==> src/rtl/switch_debouncer.sv <==
// Two-flop (or deeper) synchronizer plus a four-state debounce FSM that turns a bouncing
// board switch into a clean level X with single-cycle RISE/FALL pulses.
`timescale 1ns/1ps

module switch_debouncer #(
    parameter int SYNC_STAGES     = 2,
    parameter int DEBOUNCE_CYCLES = 4,
    parameter int COUNT_WIDTH     = 16
) (
    input  logic       CLOCK,
    input  logic       RESET,
    input  logic       RAW,
    output logic       X,
    output logic       RISE,
    output logic       FALL,
    output logic [1:0] State
);

    typedef enum logic [1:0] {
        STABLE_LOW  = 2'b00,
        WAIT_HIGH   = 2'b01,
        STABLE_HIGH = 2'b10,
        WAIT_LOW    = 2'b11
    } state_e;

    localparam logic [COUNT_WIDTH-1:0] CNT_ONE  = COUNT_WIDTH'(1);
    localparam logic [COUNT_WIDTH-1:0] CNT_LAST = COUNT_WIDTH'(DEBOUNCE_CYCLES - 1);

    logic [SYNC_STAGES-1:0] sync_q;
    logic                   s;
    state_e                 state_q, state_d;
    logic [COUNT_WIDTH-1:0] count_q, count_d;
    logic                   rise_q, fall_q;

    // NOTE: sequential state uses non-blocking (<=) so every flop samples pre-edge values.
    always_ff @(posedge CLOCK or negedge RESET) begin
        if (!RESET) begin
            sync_q <= '0;
        end else begin
            sync_q <= {sync_q[SYNC_STAGES-2:0], RAW};
        end
    end

    assign s = sync_q[SYNC_STAGES-1];

    // NOTE: every always_comb output gets a default first, so no path can infer a latch.
    always_comb begin
        state_d = state_q;
        count_d = count_q;
        case (state_q)
            STABLE_LOW: begin
                if (s) begin
                    if (DEBOUNCE_CYCLES == 1) begin
                        state_d = STABLE_HIGH;
                        count_d = '0;
                    end else begin
                        state_d = WAIT_HIGH;
                        count_d = CNT_ONE;
                    end
                end else begin
                    count_d = '0;
                end
            end
            WAIT_HIGH: begin
                if (!s) begin
                    state_d = STABLE_LOW;
                    count_d = '0;
                end else if (count_q == CNT_LAST) begin
                    state_d = STABLE_HIGH;
                    count_d = '0;
                end else begin
                    count_d = count_q + CNT_ONE;
                end
            end
            STABLE_HIGH: begin
                if (!s) begin
                    if (DEBOUNCE_CYCLES == 1) begin
                        state_d = STABLE_LOW;
                        count_d = '0;
                    end else begin
                        state_d = WAIT_LOW;
                        count_d = CNT_ONE;
                    end
                end else begin
                    count_d = '0;
                end
            end
            WAIT_LOW: begin
                if (s) begin
                    state_d = STABLE_HIGH;
                    count_d = '0;
                end else if (count_q == CNT_LAST) begin
                    state_d = STABLE_LOW;
                    count_d = '0;
                end else begin
                    count_d = count_q + CNT_ONE;
                end
            end
            default: begin
                state_d = STABLE_LOW;
                count_d = '0;
            end
        endcase
    end

    // Pulses key off the X bit itself, so a WAIT_LOW -> STABLE_HIGH bounce recovery emits nothing.
    always_ff @(posedge CLOCK or negedge RESET) begin
        if (!RESET) begin
            state_q <= STABLE_LOW;
            count_q <= '0;
            rise_q  <= 1'b0;
            fall_q  <= 1'b0;
        end else begin
            state_q <= state_d;
            count_q <= count_d;
            rise_q  <= state_d[1] & ~state_q[1];
            fall_q  <= ~state_d[1] & state_q[1];
        end
    end

    assign X     = state_q[1];
    assign RISE  = rise_q;
    assign FALL  = fall_q;
    assign State = state_q;

endmodule

==> config.mk <==
export PLATFORM = sky130hd
export DESIGN_NAME = switch_debouncer
export DESIGN_NICKNAME = d
export VERILOG_FILES = /design/src/rtl/switch_debouncer.sv
export SDC_FILE = /design/constraint.sdc
export NUM_CORES = 1
export LEC_CHECK = 0
export ABC_AREA = 1
export BUFFER_PORTS_ARGS = -buffer_cell sky130_fd_sc_hd__buf_2
export CAP_MARGIN = 0
export CORE_MARGIN = 2
export CORE_UTILIZATION = 65
export CTS_BUF_LIST = sky130_fd_sc_hd__clkbuf_4 sky130_fd_sc_hd__clkbuf_8
export DETAILED_ROUTE_END_ITERATION = 12
export PLACE_DENSITY = 0.92
export SYNTH_ARGS = -nofsm -noshare
export SYNTH_HDL_FRONTEND = slang
export SYNTH_SLANG_ARGS = --single-unit
export TNS_END_PERCENT = 10
==> constraint.sdc <==
create_clock -name CLOCK -period 1.85 [get_ports CLOCK]
set_input_delay 0.37 -clock CLOCK [delete_from_list [all_inputs] [get_ports CLOCK]]
set_output_delay 0.37 -clock CLOCK [all_outputs]
set_load 0.05 [all_outputs]
==> results of run 1 <==
## registers in the layout, indices dropped and copies added, names as in the netlist
name and count:
count_q 16, FALL 1, RISE 1, State 2, sync_q 2
## cells by family (layout without fill, tap and decap cells)
| kind of cell | Yosys count | count (layout) | synth area share (%) |
|---|---|---|---|
| simple gates | 104 | 104 | 42.5 |
| flops | 22 | 22 | 42.8 |
| fa+ha+maj | 1 | 1 | 0.972 |
| compound gates | 8 | 8 | 3.69 |
| xor+xnor | 5 | 5 | 3.40 |
| buf+inv | 22 | 31 | 6.71 |
## Yosys cell counts
| library cell | count | share of area [%] |
|---|---|---|
| nand2_1 | 34 | 9.9 |
| nor2_1 | 29 | 8.5 |
| dfrtp_1 | 22 | 43 |
| inv_1 | 20 | 5.8 |
| nand3_1 | 11 | 4.3 |
| nor2_2 | 9 | 4.4 |
| nor2_4 | 6 | 5.2 |
| a21oi_1 | 5 | 1.9 |
| xor2_1 | 5 | 3.4 |
| nand2_2 | 4 | 1.9 |
| nor3_2 | 4 | 3.1 |
| nand4_1 | 2 | 0.97 |
| a21oi_2 | 1 | 0.68 |
| a31oi_1 | 1 | 0.49 |
| buf_4 | 1 | 0.58 |
| ha_1 | 1 | 0.97 |
| inv_2 | 1 | 0.29 |
| nand2_4 | 1 | 0.87 |
| nand2_8 | 1 | 1.6 |
| nand3_2 | 1 | 0.78 |
| nand3b_1 | 1 | 0.58 |
| nor3_1 | 1 | 0.39 |
| o21bai_1 | 1 | 0.58 |
## worst min path at each step
stage | startpoint | to | slack, ps | cells past startpoint
after floorplan | RESET | FALL | 70 | 0
after global placement | sync_q[0] | sync_q[1] | 340 | 0
after detailed placement | sync_q[0] | sync_q[1] | 340 | 0
after CTS | RESET | count_q[10] | 20 | 1
after global routing | RESET | count_q[10] | 50 | 1
final | RESET | count_q[6] | 9 | 1
## through the flow
| stage | cell area [um^2] | util [%] |
|---|---|---|
| global route | 1370 | 71.4 |
| global placement | 1350 | 70.2 |
| detailed placement | 1350 | 70.2 |
| CTS | 1370 | 71.4 |
| floorplan | 1290 | - |
| finish | 1370 | 71.4 |
## metal layers
metal / vias up / part of all wire (%)
met5: - / 0
met4: 0 / 1.4
met3: 4 / 1.7
met2: 14 / 53
met1: 480 / 44
li1: 519 / -
## worst max-delay path, stage by stage, from the launching register on
cell	delay, ps
dfrtp_1	390
ha_1	250
inv_1	50
nor2_1	90
nand2_1	90
nor2_4	150
nand2_2	120
nand2_8	140
nor2_2	50
## power by group through the flow
| stage | sequential, mW | clock [mW] | combinational [mW] |
|---|---|---|---|
| finish | 0.592 | 0.212 | 0.555 |
| global route | 0.596 | 0.231 | 0.618 |
| CTS | 0.590 | 0.218 | 0.562 |
| detailed placement | 0.601 | 0 | 0.560 |
| global placement | 0.589 | 0 | 0.534 |
| floorplan | 0.687 | 0 | 0.358 |
## cell type report
class	instances	area [um^2]	area share (%)
clock buffer	3	22.5	1.64
inverter	21	78.8	5.75
multi-input combinational	118	651	47.4
sequential	22	551	40.1
tap	27	33.8	2.46
timing repair buffer	7	35.0	2.55
==> qor.yml, run 1 <==
cts.repair.resized: 0
cts_tree: "done"
setup.worst_path.end_class: "flop"
fin_hold_ws_ps: 9.33
cts.htree.levels: 1
final_nets: 177
wl_per_cell_um: 12.2
slew_headroom_pct: 67.3
vdd_ir_drop_max_mv: 1.02
switchingPower_mw: 0.607
syn_area_per_cell_um2: 7.95
clk_pin_slew_ps: 110
leakagePower_nw: 0.620
synth_area_mm2: 0.00129
power_mw: 1.36
root_buffer: "clkbuf_4"
reg2reg_slack_ps: 390
final_common_cell: "nand2_1"
path_class: "flop to flop"
fin_tns_setup_ps: 0
via_per_inst: 5.14
drv_cap: 0
yosysSeqAreaShare_pct: 42.8
drc_errors: 0
post-route-min-period_ps: 1460
pwr-share-comb_pct: 40.9
finalSetupViolCount: 0
use_met3_pct: 2.16
switching_share_pct: 44.7
area_growth_pct: 6.51
cts_buffer_depth: 2
grt_pass1_wl_um: 4340
p_int_mw: 0.752
clkLatencyLatePin_ps: 300
drtAntennaViolNets: 0
yosysWarnings: 0
place_congestion: 0.879
max_freq_mhz: 686
grt_max_degree: 23
drt_first_iter_violations: 17
hold_viol_final: 0
grt.overflow.total: 0
cts_made_buffers: 3
cp_max_fo: 10
grt_use_total_pct: 23.5
rows: 16
core_mm2: 0.00192
place_ws_ps: 418
synth_seq_cells: 22
fill_cells: 153
p_per_area_mw_per_mm2: 991
grt_pass1_vias: 1024
cp-start-kind: "flop"
vias: 1017
status: "finished clean"
portBuffers: 7
worstSetupStartpoint: "count_q[1]"
pwr-share-seq_pct: 43.6
place_hpwl_um: 1860
drt_wl_total_um: 2410
gr-usage-met1_pct: 27.7
hold_class: "input port to asynchronous set/reset pin"
r2r_cells: 8
worstMarginPinSlew_ps: 490
die_area_mm2: 0.00235
fp.dieW_um: 48.5
dieHeight_um: 48.5
syn_nets: 166
final_layout_size_suffix_gt1_share_pct: 22.2
met2_usage_pct: 44.2
firstDrtPassIters: 4
antenna_cells: 0
clockPowerShare_pct: 15.6
synth_cell_types: 23
endpoint: "count_q[10]"
skew_ps: 1.12
postSynthCellCount: 162
timing.rr.start: "count_q[1]"
r2r-end: "count_q[10]"
cts_sinks: 22
io_pins: 8
drv_slew: 0
top_usage_layer: "met2"
crit_arrival_ps: 1660
cts_hold_buffers: 0
stdcell_count: 198
antenna_found_initial: 0
finalCritPeriodShare_pct: 78.9
setup_ws_ps: 391
final_cell_mix: "nand2_1, nor2_1, dfrtp_1"
crit_required_ps: 2050
grt_setup_unrepaired: "no"
initial_utilization_pct: 67.0
placed_cells: 195
post-cts-setup-buffers: 0
(Power assumes the default switching activity.)
==> inputs of run 2 (changes only) <==
CORE_UTILIZATION = 56   (was 65)
PLACE_DENSITY = 0.84   (was 0.92)
clock period = 1.2 ns   (was 1.85 ns; I/O delays follow)
==> run 2 against run 1 <==
  * The run now ends with setup timing left
  * Wire length up 23%
  * Global-route usage rose by 2.0 points
  * Critical endpoint is now count_q[14]
  * Register-to-register slack got worse by 550 ps
  * Total power grew 87%
  * Utilization increased by 2.8 points
==> qor.yml, run 2 (same netlist as run 1, synthesis figures left out) <==
vdd_ir_drop_max_mv: 1.79
finalSetupViolCount: 19
grt_max_degree: 23
cts.htree.levels: 1
crit_required_ps: 1410
slew_headroom_pct: 67.3
clkLatencyLatePin_ps: 310
top_usage_layer: "met2"
die_area_mm2: 0.00270
core_mm2: 0.00219
crit_family: "simple AND/OR/NAND/NOR gates"
largest_register: "count_q"
firstDrtPassIters: 7
grt_setup_unrepaired: "yes"
largest_register_ffs: 16
fin_util_pct: 74.1
final_cell_mix: "nand2_1, nor2_1, dfrtp_1"
area_growth_pct: 26.1
placed_area_mm2: 0.00147
design_area_mm2: 0.00162
final_layout_size_suffix_gt1_share_pct: 36.8
wl_per_cell_um: 13.6
worst_path_max_delay_cell: "dfrtp_1"
hold_viol_final: 0
final_common_cell: "nand2_1"
portBuffers: 7
dieHeight_um: 52.0
reg2reg_slack_ps: -160
status: "finished, violations left"
leakagePower_nw: 0.738
cp_max_fo: 5
grt_use_total_pct: 25.5
cts_sinks: 22
hold_class: "input port to flop"
setup.worst_path.end_class: "flop"
rows: 17
hold_path_startpoint: "RAW"
fill_cells: 154
finalCritPeriodShare_pct: 114
crit_arrival_ps: 1570
final_nets: 195
place_ws_ps: -127
root_buffer: "clkbuf_4"
gr-usage-met1_pct: 30.5
drv_cap: 0
met2_usage_pct: 44.5
drtAntennaViolNets: 0
violations: "setup timing"
drt_wl_total_um: 2960
drt_first_iter_violations: 33
initial_utilization_pct: 58.8
vias: 1177
cts_made_buffers: 3
fp.dieW_um: 52.0
timing.rr.start: "count_q[0]"
setup_ws_ps: -162
cp-start-kind: "flop"
use_met3_pct: 4.31
grt_pass1_wl_um: 5030
via_per_inst: 5.40
drv_slew: 0
critPathBufInv: 0
drc_errors: 0
cts_buffer_depth: 2
post-route-min-period_ps: 1360
grt.overflow.total: 0
antenna_found_initial: 0
clk_pin_slew_ps: 120
max_freq_mhz: 734
antenna_cells: 0
io_pins: 8
path_class: "flop to flop"
grt_pass1_vias: 1199
worstSetupStartpoint: "count_q[0]"
place_hpwl_um: 1990
skew_ps: 7.61
cts_tree: "done"
worstMarginPinSlew_ps: 490
p_per_area_mw_per_mm2: 1570
critical_path.cell_chain: "ha_4 > nand2_2 > nor2_4 > nand2_2 > nor2_4 > nand3_1 > nand2_1 > nor2_1"
place_congestion: 0.825
max_stage_delay_ps: 410
run 2: final timing paths:
check,endpoint,cells after the start
hold / removal,sync_q[0],1
hold reg to reg,sync_q[1],0
setup / recovery,count_q[14],8
min in group asynchronous,count_q[6],2
setup reg to reg,count_q[14],8
max in group asynchronous,State[0],2
run 2: worst reg2reg max path, delay by kind of cell, from the launching register on:
kind / cells / cell delay (ps)
adder cells (fa/ha/maj): 1 / 170
flip-flops: 1 / 410
AND/OR/NAND/NOR: 7 / 690
run 2: per-layer routing:
metal  part of all wire, %  routed length [um]
met5                     0                   0
met4                   2.6                  77
met3                   4.1                 121
met2                    53                1580
met1                    40                1190
run 2: area by class of cell:
cell class	count	area (um^2)	share of cell area, %
Tap cell	28	35.0	2.16
Inverter	21	78.8	4.85
Clock inverter	1	30.0	1.85
Sequential cell	22	553	34.1
Timing Repair Buffer	24	188	11.6
Clock buffer	3	22.5	1.39
Multi-Input combinational cell	119	717	44.1
run 2: through the flow:
stage | hold WS [ps] | cells | total power, mW | setup TNS (ps)
2_1_floorplan | -55.6 | 162 | 1.62 | -704
3_3_place_gp | 222 | 210 | 1.77 | -1280
3_5_place_dp | 224 | 210 | 1.80 | -1890
4_1_cts | 19.4 | 218 | 2.49 | -1990
5_1_grt | 12.4 | 218 | 2.68 | -3750
6_report | 24.3 | 218 | 2.54 | -1920
run 2: what timing repair did:
action                     CTS  global route
pin swaps                    5             2
gates resized for setup      8            12
cloned                       1             0
setup endpoints to repair   22            23
buffers inserted             2             0
hold endpoints to repair    22             0
hold buffers                 1             0
run 2: power by group:
group / internal, mW / switching [mW]
combinational: 0.343 / 0.707
sequential: 0.833 / 0.101
clock: 0.338 / 0.224
